`config.mk`:
```
export PLATFORM = sky130hd
export DESIGN_NAME = digit_serial_subtractor
export DESIGN_NICKNAME = d
export VERILOG_FILES = /design/src/rtl/digit_serial_subtractor.sv
export SDC_FILE = /design/constraint.sdc
export NUM_CORES = 1
export LEC_CHECK = 0
export ABC_AREA = 1
export BUFFER_PORTS_ARGS = -buffer_cell sky130_fd_sc_hd__buf_2
export CAP_MARGIN = 30
export CORE_ASPECT_RATIO = 0.75
export CORE_UTILIZATION = 55
export DETAILED_ROUTE_END_ITERATION = 10
export PLACE_DENSITY = 0.8
export SLEW_MARGIN = 20
export SYNTH_ARGS = -nofsm -noshare
export SYNTH_HDL_FRONTEND = slang
export SYNTH_SLANG_ARGS = --single-unit
export TNS_END_PERCENT = 5
```
`constraint.sdc`:
```
create_clock -name clk -period 2.03 [get_ports clk]
set_input_delay 0.406 -clock clk [delete_from_list [all_inputs] [get_ports clk]]
set_output_delay 0.406 -clock clk [all_outputs]
set_load 0.01 [all_outputs]
```
`src/rtl/digit_serial_subtractor.sv`:
```
// Digit-serial unsigned subtractor: diff = a - b - bin, DIGIT bits per clock, LSB digit first.
// Optional signed-overflow output ovf is built when DIGIT_SUB_OVF_EN is defined.
module digit_serial_subtractor #(
    parameter int unsigned WIDTH = 8,
    parameter int unsigned DIGIT = 2
) (
    input  logic             clk,
    input  logic             rst_n,
    input  logic             start,
    input  logic [WIDTH-1:0] a,
    input  logic [WIDTH-1:0] b,
    input  logic             bin,
    output logic             busy,
    output logic             done,
    output logic [WIDTH-1:0] diff,
    output logic             bout,
    output logic             zero
`ifdef DIGIT_SUB_OVF_EN
    ,
    output logic             ovf
`endif
);

    localparam int unsigned NDIG = WIDTH / DIGIT;
    localparam int unsigned CW   = (NDIG > 4) ? $clog2(NDIG) : 2;
    localparam logic [CW-1:0] LAST = CW'(NDIG - 1);

    typedef enum logic [1:0] {
        S_IDLE,
        S_RUN,
        S_DONE
    } state_t;

    state_t           state_q;
    logic [WIDTH-1:0] a_q;
    logic [WIDTH-1:0] b_q;
    logic [WIDTH-1:0] res_q;
    logic [WIDTH-1:0] res_d;
    logic             borrow_q;
    logic             borrow_d;
    logic [CW-1:0]    cnt_q;
    logic [DIGIT-1:0] dig_d;
    logic             busy_q;
    logic             done_q;
    logic [WIDTH-1:0] diff_q;
    logic             bout_q;
    logic             zero_q;
`ifdef DIGIT_SUB_OVF_EN
    logic             msb_bin_d;
    logic             ovf_q;
`endif

    // Ripple one digit of the shifted operands; the result digit enters res at the top.
    always_comb begin : ripple
        logic br;
        br    = borrow_q;
        dig_d = '0;
`ifdef DIGIT_SUB_OVF_EN
        msb_bin_d = 1'b0;
`endif
        for (int unsigned i = 0; i < DIGIT; i++) begin
`ifdef DIGIT_SUB_OVF_EN
            if (i == DIGIT - 1) msb_bin_d = br;
`endif
            dig_d[i] = a_q[i] ^ b_q[i] ^ br;
            br       = (~a_q[i] & b_q[i]) | (~(a_q[i] ^ b_q[i]) & br);
        end
        borrow_d = br;
        res_d    = (res_q >> DIGIT) | (WIDTH'(dig_d) << (WIDTH - DIGIT));
    end

    always_ff @(posedge clk or negedge rst_n) begin
        if (!rst_n) begin
            state_q  <= S_IDLE;
            a_q      <= '0;
            b_q      <= '0;
            res_q    <= '0;
            borrow_q <= 1'b0;
            cnt_q    <= '0;
            busy_q   <= 1'b0;
            done_q   <= 1'b0;
            diff_q   <= '0;
            bout_q   <= 1'b0;
            zero_q   <= 1'b0;
`ifdef DIGIT_SUB_OVF_EN
            ovf_q    <= 1'b0;
`endif
        end else begin
            done_q <= 1'b0;
            case (state_q)
                S_IDLE, S_DONE: begin
                    if (start) begin
                        a_q      <= a;
                        b_q      <= b;
                        borrow_q <= bin;
                        res_q    <= '0;
                        cnt_q    <= '0;
                        busy_q   <= 1'b1;
                        state_q  <= S_RUN;
                    end else begin
                        state_q  <= S_IDLE;
                    end
                end
                S_RUN: begin
                    a_q      <= a_q >> DIGIT;
                    b_q      <= b_q >> DIGIT;
                    borrow_q <= borrow_d;
                    res_q    <= res_d;
                    cnt_q    <= cnt_q + 1'b1;
                    if (cnt_q == LAST) begin
                        busy_q  <= 1'b0;
                        done_q  <= 1'b1;
                        diff_q  <= res_d;
                        bout_q  <= borrow_d;
                        zero_q  <= (res_d == '0);
`ifdef DIGIT_SUB_OVF_EN
                        ovf_q   <= msb_bin_d ^ borrow_d;
`endif
                        state_q <= S_DONE;
                    end
                end
                default: state_q <= S_IDLE;
            endcase
        end
    end

    assign busy = busy_q;
    assign done = done_q;
    assign diff = diff_q;
    assign bout = bout_q;
    assign zero = zero_q;
`ifdef DIGIT_SUB_OVF_EN
    assign ovf  = ovf_q;
`endif

endmodule

```
Word-level counts from Yosys, hierarchy flattened

Index checks and enable logic that the tools add are counted.

$add $sub $neg: 1
Equality and inequality tests: 5
Muxes and demuxes: 18
Bitwise operators: 15
Reductions and logical operators: 7

Operators by type and width:

| kind                | number |
|---|---|
| $pmux 8 s2          | 3 |
| $mux 8              | 3 |
| $logic_not 8->1     | 1 |
| $or 6x8->8          | 1 |
| $pmux 2 s2          | 2 |
| $mux 1              | 6 |
| $and 1x1->1         | 4 |
| $eq 2x2->1 const B  | 2 |
| $mux 2              | 2 |
| $ne 2x2->1 const B  | 2 |
| $not 1->1           | 4 |
| $pmux 1 s2          | 2 |
| $reduce_and 2->1    | 2 |
| $xor 1x1->1         | 4 |
| $reduce_and 3->1    | 1 |
| $add 2x1->2 const B | 1 |
| $eq 2x1->1 const B  | 1 |
| $logic_not 2->1     | 1 |
| $or 1x1->1          | 2 |
| $reduce_bool 2->1   | 1 |
| $reduce_or 2->1     | 1 |

Register bits: 41
Input port bits: 20
Output and inout bits: 12
Word-level logic and storage cells: 57

Depth between registers and ports, before layout

Gate-level depths: netlist of the first run.

Depth in word-level cells: 7
Gate-level depth with buffers: 9
Gate-level depth less buffers: 9

Least setup slack after synthesis of the first run

OpenSTA, ideal clock, no wires.

Path type: register to register
From: register a_q[0]
To: register zero_q (netlist: zero)
Library setup time: 0.065 ns
Arrival time: 1.591 ns
Required time: 1.965 ns
Path slack: 0.374 ns
Stages on the path, launching flop included: 10
Path buffers: 0
Period minus slack after synthesis: 1.656 ns
Cells stage by stage: dfrtp_1 > inv_1 > fa_1 > inv_1 > fa_1 > inv_1 > nand2_1 > nor2_1 > nand3_1 > nand2_1

Longest elaborated chain between the ends: 7
Elaborated cells between the ends (all ways): 10
Those cells by class: 9 x bitwise; 1 x reduce/logical

Ends and longest elaborated chain:

| what                     | line | source |
|---|---|---|
| start: declaration       | 35   | `logic [WIDTH-1:0] a_q;` |
| start signal: assignment | 105  | `a_q <= a_q >> DIGIT;` |
| $xor 1x1->1              | 66   | `br = (~a_q[i] & b_q[i]) \| (~(a_q[i] ^ b_q[i]) & br);` |
| $not 1->1                | 66   |  |
| $and 1x1->1              | 66   |  |
| $or 1x1->1 (*)           | 66   |  |
| $xor 1x1->1 (*)          | 65   | `dig_d[i] = a_q[i] ^ b_q[i] ^ br;` |
| net dig_d[1]             | 42   | `logic [DIGIT-1:0] dig_d;` |
| $or 6x8->8 (*)           | 69   | `res_d = (res_q >> DIGIT) \| (WIDTH'(dig_d) << (WIDTH - DIGIT));` |
| $logic_not 8->1 (*)      | 115  | `zero_q <= (res_d == '0);` |
| end signal: assignment   | 115  |  |
| end: declaration         | 47   | `logic zero_q;` |

Mark *: on every way through the listed nets, which the timed path passes. The rest lies on a longest branch.
A chain may end at the register's enable or synchronous reset.

Worst setup path in the final report of the first run

Same ends and word-level chain as after synthesis.

==> flow_results.org, run 1 <==
** Run status
- The flow ran to the end, and the final reports show no timing, DRC or antenna violations.

** Global route
- Number of global-route vias before repair :: between 1000 and 1500
- After global routing, the most crowded layer is met2.
- Met3 track demand over resource in global routing :: 6.14%
- Global routing used around a third of the available met2 tracks.
- Global-route usage over all layers :: 21.6%
- Global routing consumed, on the met1 layer, 27.2% of the routing resources.
- Number of antenna violations at the first check in global routing :: 0
- Remaining Overflow, GRT :: 0
- Maximum number of pins on one net before global-route repair :: 40
- The first global-routing pass estimated 5410 um of wire.

** Timing
- Setup violations remaining at the end of the flow were counted as 0.
- Total negative setup slack :: 0 ps
- RSZ-0062 raised after global routing :: false
- Ratio of final minimum period to clock period :: between 80 and 90%
- Final worst-path setup slack :: 266 ps
- Max_slew headroom :: roughly two thirds
- At the pin with the least slew margin, the transition time is between 400 and 500 ps.
- Number of slew-limit violations in the final report :: 0
- Between clock sinks in the finished design, the worst skew comes to roughly 6 ps.
- The number of hold-slack violations in the final timing report came to 0.
- Static timing analysis puts the maximum clock frequency at between 500 and 600 MHz.
- The routed design could run at a clock period as short as about 1800 ps.

** CTS
- CTS tree :: done
- Post-CTS timing repair inserted 0 buffers for setup.
- Clock-pin slew reported for the worst setup and hold paths after clock tree synthesis :: ~70 ps
- Clock latency at the later pin of the worst-skew pair :: 290 ps
- The number of clock buffers added by TritonCTS is 5.
- The H-tree was split into 2 levels.
- Longest Clk Path Bufs :: 2
- In this run, post-CTS repair resized a total of 0 instances.
- Clock sinks :: 39
- Library cell used as clock root buffer :: clkbuf_8
- Number of buffers inserted for hold repair after clock tree synthesis :: 0

** Finish
- The post-route netlist has around a quarter of its cells at a drive strength greater than 1.
- Final core utilization :: between 60% and 70%
- Number of nets at the end of the flow :: roughly 260
- Commonest non-fill, non-tap cell in the layout :: nand2_1
- From synthesis to final layout, the design area changed by 13.6%.
- The number of antenna diodes in the final layout is 0.
- Commonest cells after routing, fill and taps aside :: nand2_1, dfrtp_1, inv_1
- The finished cells cover 2080 sq um.
- The filler cells instantiated in the layout total between 200 and 250.

** Critical path
- CP required :: ~2300 ps
- Arrival time worst endpoint :: around 2000 ps
- The worst setup path is launched from a flip-flop.
- Critical path fanouts, max :: 3
- Category of the critical setup timing path :: reg2reg
- Category of the worst setup path capture point :: flip-flop

** Synthesis
- Gate Count Post-Synth :: 209
- Flops & latches, synth :: 39
- Ranked by total cell area, the synthesized netlist is headed by dfrtp_1, nand2_1, inv_1.
- Of all cell types, the one taking the most synthesized area is dfrtp_1.
- Synthesized area divided by synthesized cell count :: around 8.8 sq um
- The top cell type by area accounts for between 50% and 60% of the synthesized area.
- During synthesis, Yosys emitted a total of 0 warnings.
- Synth unique cells :: 20
- Post-synthesis cell area :: between 1500 and 2000 sq um
- Net count of the mapped netlist :: 232
- After synthesis, flip-flops and latches occupy 53.4% of the total area.

** Routing
- Post-route antenna net violation count :: 0
- The final layout contains routed wiring with a total length of between 3000 and 4000 um.
- Total iterations of the first detailed-routing run :: 5
- Vias after detailed routing :: about 1400
- Dividing the detail-routed wire length by the instance count gives between 10 and 15 um.
- In the routed layout, each cell is associated on average with a via count of just under 5.
- In the routed design, unresolved DRC markers number 0.
- For this block, the initial DRC count from the detailed router was 67.

** Power and ir drop
- Clk network pwr share :: between 10% and 20%
- Portion of total power attributed to combinational logic :: 44.9%
- The completed layout was analyzed and its total power is 0.00356 W.
- In this run the power density over the cells is around 1700 nW/um^2.
- Switching power :: approximately 0.0015 W
- Worst vdd rail ir drop :: about 840 uV
- Leakage power figure :: 1.19 nW
- Net switching fraction of the power :: 41.4%
- The share of total power dissipated in sequential elements is 36.5%.
- The internal power of the cells totals 0.00209 W.

** Place
- The placed instances occupy a cell area of approximately 2000 sq um.
- The congestion estimate from routability-driven global placement came to roughly 0.76.
- Prior to clock tree synthesis, the placed netlist has a worst setup slack of approximately 280 ps.
- Detailed placement finished with a half-perimeter wire length of 2090 um.
- The count of buffers added on input and output ports is 31.

** Die
- Core Rows :: 17
- The die covers between 3000 and 4000 sq um.
- Horizontal die dimension :: ~70 um
- Pin placement for this block handled 32 I/O pins.
- Once the floorplan was initialized, standard cells occupied between 60% and 70% of the core.
- Placeable core region :: around 3000 sq um
- Vertical die dimension :: around 52 um

** Hold path
- The min-delay analysis places its worst path in the category in2async.

** Job
- The tool flagged a number of max-cap violations equal to 0.
Yosys cell counts:
| library cell | number |
|---|---|
| fa_1 | 2 |
| buf_2 | 2 |
| inv_1 | 37 |
| a21oi_2 | 1 |
| o21ai_0 | 4 |
| buf_4 | 1 |
| buf_6 | 3 |
| dfrtp_1 | 39 |
| ha_1 | 1 |
| inv_2 | 1 |
| nand2_4 | 3 |
| nand3_1 | 14 |
| o21ai_2 | 10 |
| nand2_1 | 74 |
| nand2_2 | 1 |
| clkbuf_8 | 2 |
| o22ai_1 | 6 |
| inv_4 | 2 |
| nor2_1 | 5 |
| or2_2 | 1 |
per-layer routing:
layer | vias up | share of wire, %
met1 | 637 | 47
met5 | - | 0
met4 | 0 | 1.6
li1 | 688 | -
met3 | 7 | 4.4
met2 | 38 | 47
cell families (layout without fill, tap and decap cells):
group / after synthesis / count (layout) / share of synthesized area (%)
flip-flops: 39 / 39 / 53.4
adder cells (fa/ha/maj): 3 / 3 / 2.87
buffers and inverters: 48 / 80 / 12.8
AND/OR/NAND/NOR: 98 / 98 / 22.6
AO/OA/AOI/OAI: 21 / 21 / 8.41
metrics by stage:
| step | hold WS (ps) | instances |
|---|---|---|
| 2_1_floorplan | 110 | 209 |
| 3_3_place_gp | 455 | 271 |
| 3_5_place_dp | 464 | 271 |
| 4_1_cts | 169 | 279 |
| 5_1_grt | 192 | 279 |
| 6_report | 162 | 279 |
layout make-up:
| cell class | count | area, sq um | share of cell area [%] |
|---|---|---|---|
| inverter | 40 | 155 | 7.47 |
| tap | 38 | 47.5 | 2.29 |
| clock buffer | 6 | 82.6 | 3.97 |
| clock inverter | 2 | 35.0 | 1.69 |
| sequential | 39 | 976 | 47.0 |
| timing repair buffer | 32 | 163 | 7.83 |
| multi-input combinational | 122 | 619 | 29.8 |
flip-flops by register name (all words and copies together), names as in the netlist:
| register | cells |
|---|---|
| a_q | 8 |
| diff | 8 |
| b_q | 8 |
| done | 1 |
| bout | 1 |
| res_q | 6 |
| zero | 1 |
| borrow_q | 1 |
| busy | 1 |
| cnt_q | 2 |
| state_q | 2 |
power groups by stage:
stage          sequential (W)  combinational (W)  clock, W
3_5_place_dp          0.00131            0.00161         0
3_3_place_gp          0.00129            0.00156         0
2_1_floorplan         0.00134            0.00132         0
5_1_grt               0.00135            0.00185  0.000704
4_1_cts               0.00130            0.00162  0.000672
6_report              0.00130            0.00160  0.000663
path summary, 6_finish.rpt:
path	from	end	slack [ps]	depth (start not counted)
max	a_q[0]	zero	270	9
min	rst_n	res_q[7]	160	2
max reg2reg	a_q[0]	zero	270	9
min reg2reg	diff[1]	diff[1]	480	2
max in group asynchronous	rst_n	a_q[4]	1530	2
min in group clk	b[6]	b_q[6]	330	3
critical path, cell delays in order, from the launching register on:
cell,delay (ps)
dfrtp_1,350
inv_1,60
fa_1,410
inv_1,80
fa_1,400
inv_1,120
nand2_1,60
nor2_1,90
nand3_1,70
nand2_1,60
Power figures use the tool's default switching activity.
==> inputs of run 2 (changes only) <==
- REMOVE_ABC_BUFFERS: not set -> 1
==> run 2 against run 1 <==
Net effect:
- sequential power is essentially flat
- combinational power is essentially flat
- utilization is the same
- critical endpoint unchanged
==> flow_results.org, run 2 (synthesized netlist as in run 1, its figures left out) <==
** Run status
- Outcome :: complete, no violations

** CTS
- In this run, post-CTS hold repair placed 0 buffers.
- The tree is rooted in a clkbuf_8.
- Clock H-tree levels :: 2
- The number of gates resized after CTS was 0.
- After clock tree synthesis, the clock-pin slew on the worst setup and hold paths is 80 ps.
- Longest Clk Path Bufs :: 2
- Clock sinks :: 39
- Clock latency at the later pin of the worst-skew pair :: roughly 300 ps
- CTS tree :: done
- Num CTS Buffers :: 5
- In this run the post-CTS setup repair buffer count came out at 0.

** Timing
- Setup total negative slack on the finished layout was measured at 0 ps.
- RSZ-0062 raised after global routing :: false
- Hold timing on the final database bottoms out at a slack of between 100 and 150 ps.
- In the finished design, the share of the clock period the worst path needs comes to approximately 90%.
- Worst clock skew :: roughly 5.3 ps
- The number of slew-limit violations in the final report was 0.
- Slew @ Worst Pin :: roughly 480 ps
- After layout, the minimum clock period comes to 1780 ps.
- Endpoints failing setup :: 0
- Based on the critical path, the design can be clocked at up to 563 MHz.
- The worst pin sits at a relative slew slack of 67.8%.
- Final hold viol count :: 0

** Hold path
- Hold crit path type :: in2async

** Critical path
- Critical path fanouts, max :: 3
- STA classifies the critical path endpoint as a flip-flop.
- Startpoint kind of the worst setup timing path :: flip-flop
- Arrival time worst endpoint :: roughly 2000 ps
- The setup check on the worst reg-to-reg path leaves a slack of around 250 ps.
- By startpoint and endpoint, the worst setup path is classified as reg2reg.
- STA puts the critical path data required time at 2270 ps.
- Worst-case reg-to-reg path depth :: 9

** Routing
- The final layout contains routed wiring with a total length of 3250 um.
- Residual DRC count :: 0
- After detailed routing, the number of vias per cell comes to between 4 and 5.
- The routed layout has 1362 vias.
- Number of DRC violations after detailed-routing iteration 0 :: between 70 and 80
- Post-route antenna net violation count :: 0
- In the final routed layout, each cell accounts on average for 11.6 um.
- The first detailed-routing pass ran for 4 iterations.

** Die
- Core Rows :: 17
- Placeable core region :: 3040 sq um
- Vertical die dimension :: 51.9 um
- 32 I/O pins were placed.
- The die covers around 3600 sq um.
- For this configuration, the core starts out at a cell density of between 60% and 70%.
- Horizontal die dimension :: between 60 and 70 um

** Global route
- Number of global-route vias before repair :: approximately 1300
- Maximum number of pins on one net before global-route repair :: 40
- Number of antenna violations at the first check in global routing :: 0
- Global routing finished with a remaining overflow of 0.
- Global routing used ~22% of the available tracks.
- The first global-routing pass estimated ~5600 um of wire.

** Finish
- Commonest cells after routing, fill and taps aside :: nand2_1, dfrtp_1, inv_1
- Commonest non-fill, non-tap cell in the layout :: nand2_1
- Once layout is complete, the utilization of the core stands at roughly 70%.
- Fraction of layout instances using a drive strength above 1 :: about a quarter
- After the flow finishes, the layout carries non-filler instances totaling between 200 and 300.
- Number of nets at the end of the flow :: between 200 and 300
- Total non-filler cell area in the finished layout :: just over 2000 sq um
- Synthesis-to-layout area growth :: 13.6%
- The number of antenna diodes in the final layout is 0.

** Place
- At the end of routability-driven placement, the weighted congestion stood at between 0.7 and 0.8.
- DPL Wire Length :: between 2000 and 2500 um
- Cell count after placement :: 271
- The count of buffers added on input and output ports is 31.
- Once placement finished, the instance area stood at a little under 2000 sq um.

** Power and ir drop
- Total power divided by cell area :: roughly 1700 nW/um^2
- IR analysis of the VDD net gives a maximum drop of 856 uV.
- In this run the static leakage power is 1.19 nW.

** Job
- The tool flagged a number of max-cap violations equal to 0.
run 2: worst max-delay path, cell delays in order (launching register included):
cell and delay (ps):
dfrtp_1 360, inv_1 60, fa_1 410, inv_1 70
fa_1 400, inv_1 110, nand2_1 60, nor2_1 110
nand3_1 80, nand2_1 60
run 2: per-stage QoR:
stage	worst slack (ps)	total power [W]
after floorplan	373	0.00250
after global placement	329	0.00286
after detailed placement	281	0.00293
after CTS	261	0.00361
after global routing	148	0.00392
final	254	0.00358
run 2: final timing paths:
kind                       startpoint  endpoint
max                            a_q[0]      zero
min in group clk                 a[6]    a_q[6]
min                             rst_n  res_q[5]
min reg2reg                   diff[2]   diff[2]
max reg2reg                    a_q[0]      zero
max in group asynchronous       rst_n    a_q[4]
run 2: layout make-up:
cell class	instances	area, sq um
clock buffer	6	82.6
multi-input combinational	122	619
clock inverter	2	35.0
timing repair buffer	32	163
sequential	39	976
tap	38	47.5
fill	259	963
inverter	40	155
run 2: power by group:
group / leakage, nW / switching (W) / internal (W)
registers: 0.488 / 0.000168 / 0.00113
logic: 0.637 / 0.00105 / 0.000558
clock network: 0.0612 / 0.000277 / 0.000398
run 2: routing by layer:
| layer | track usage (%) | routed length [um] | share of wire, % |
|---|---|---|---|
| met5 | 0 | 0 | 0 |
| met3 | 5.92 | 147 | 4.5 |
| met2 | 35.6 | 1490 | 46 |
| met4 | 12.2 | 59 | 1.8 |
| met1 | 27.7 | 1550 | 48 |
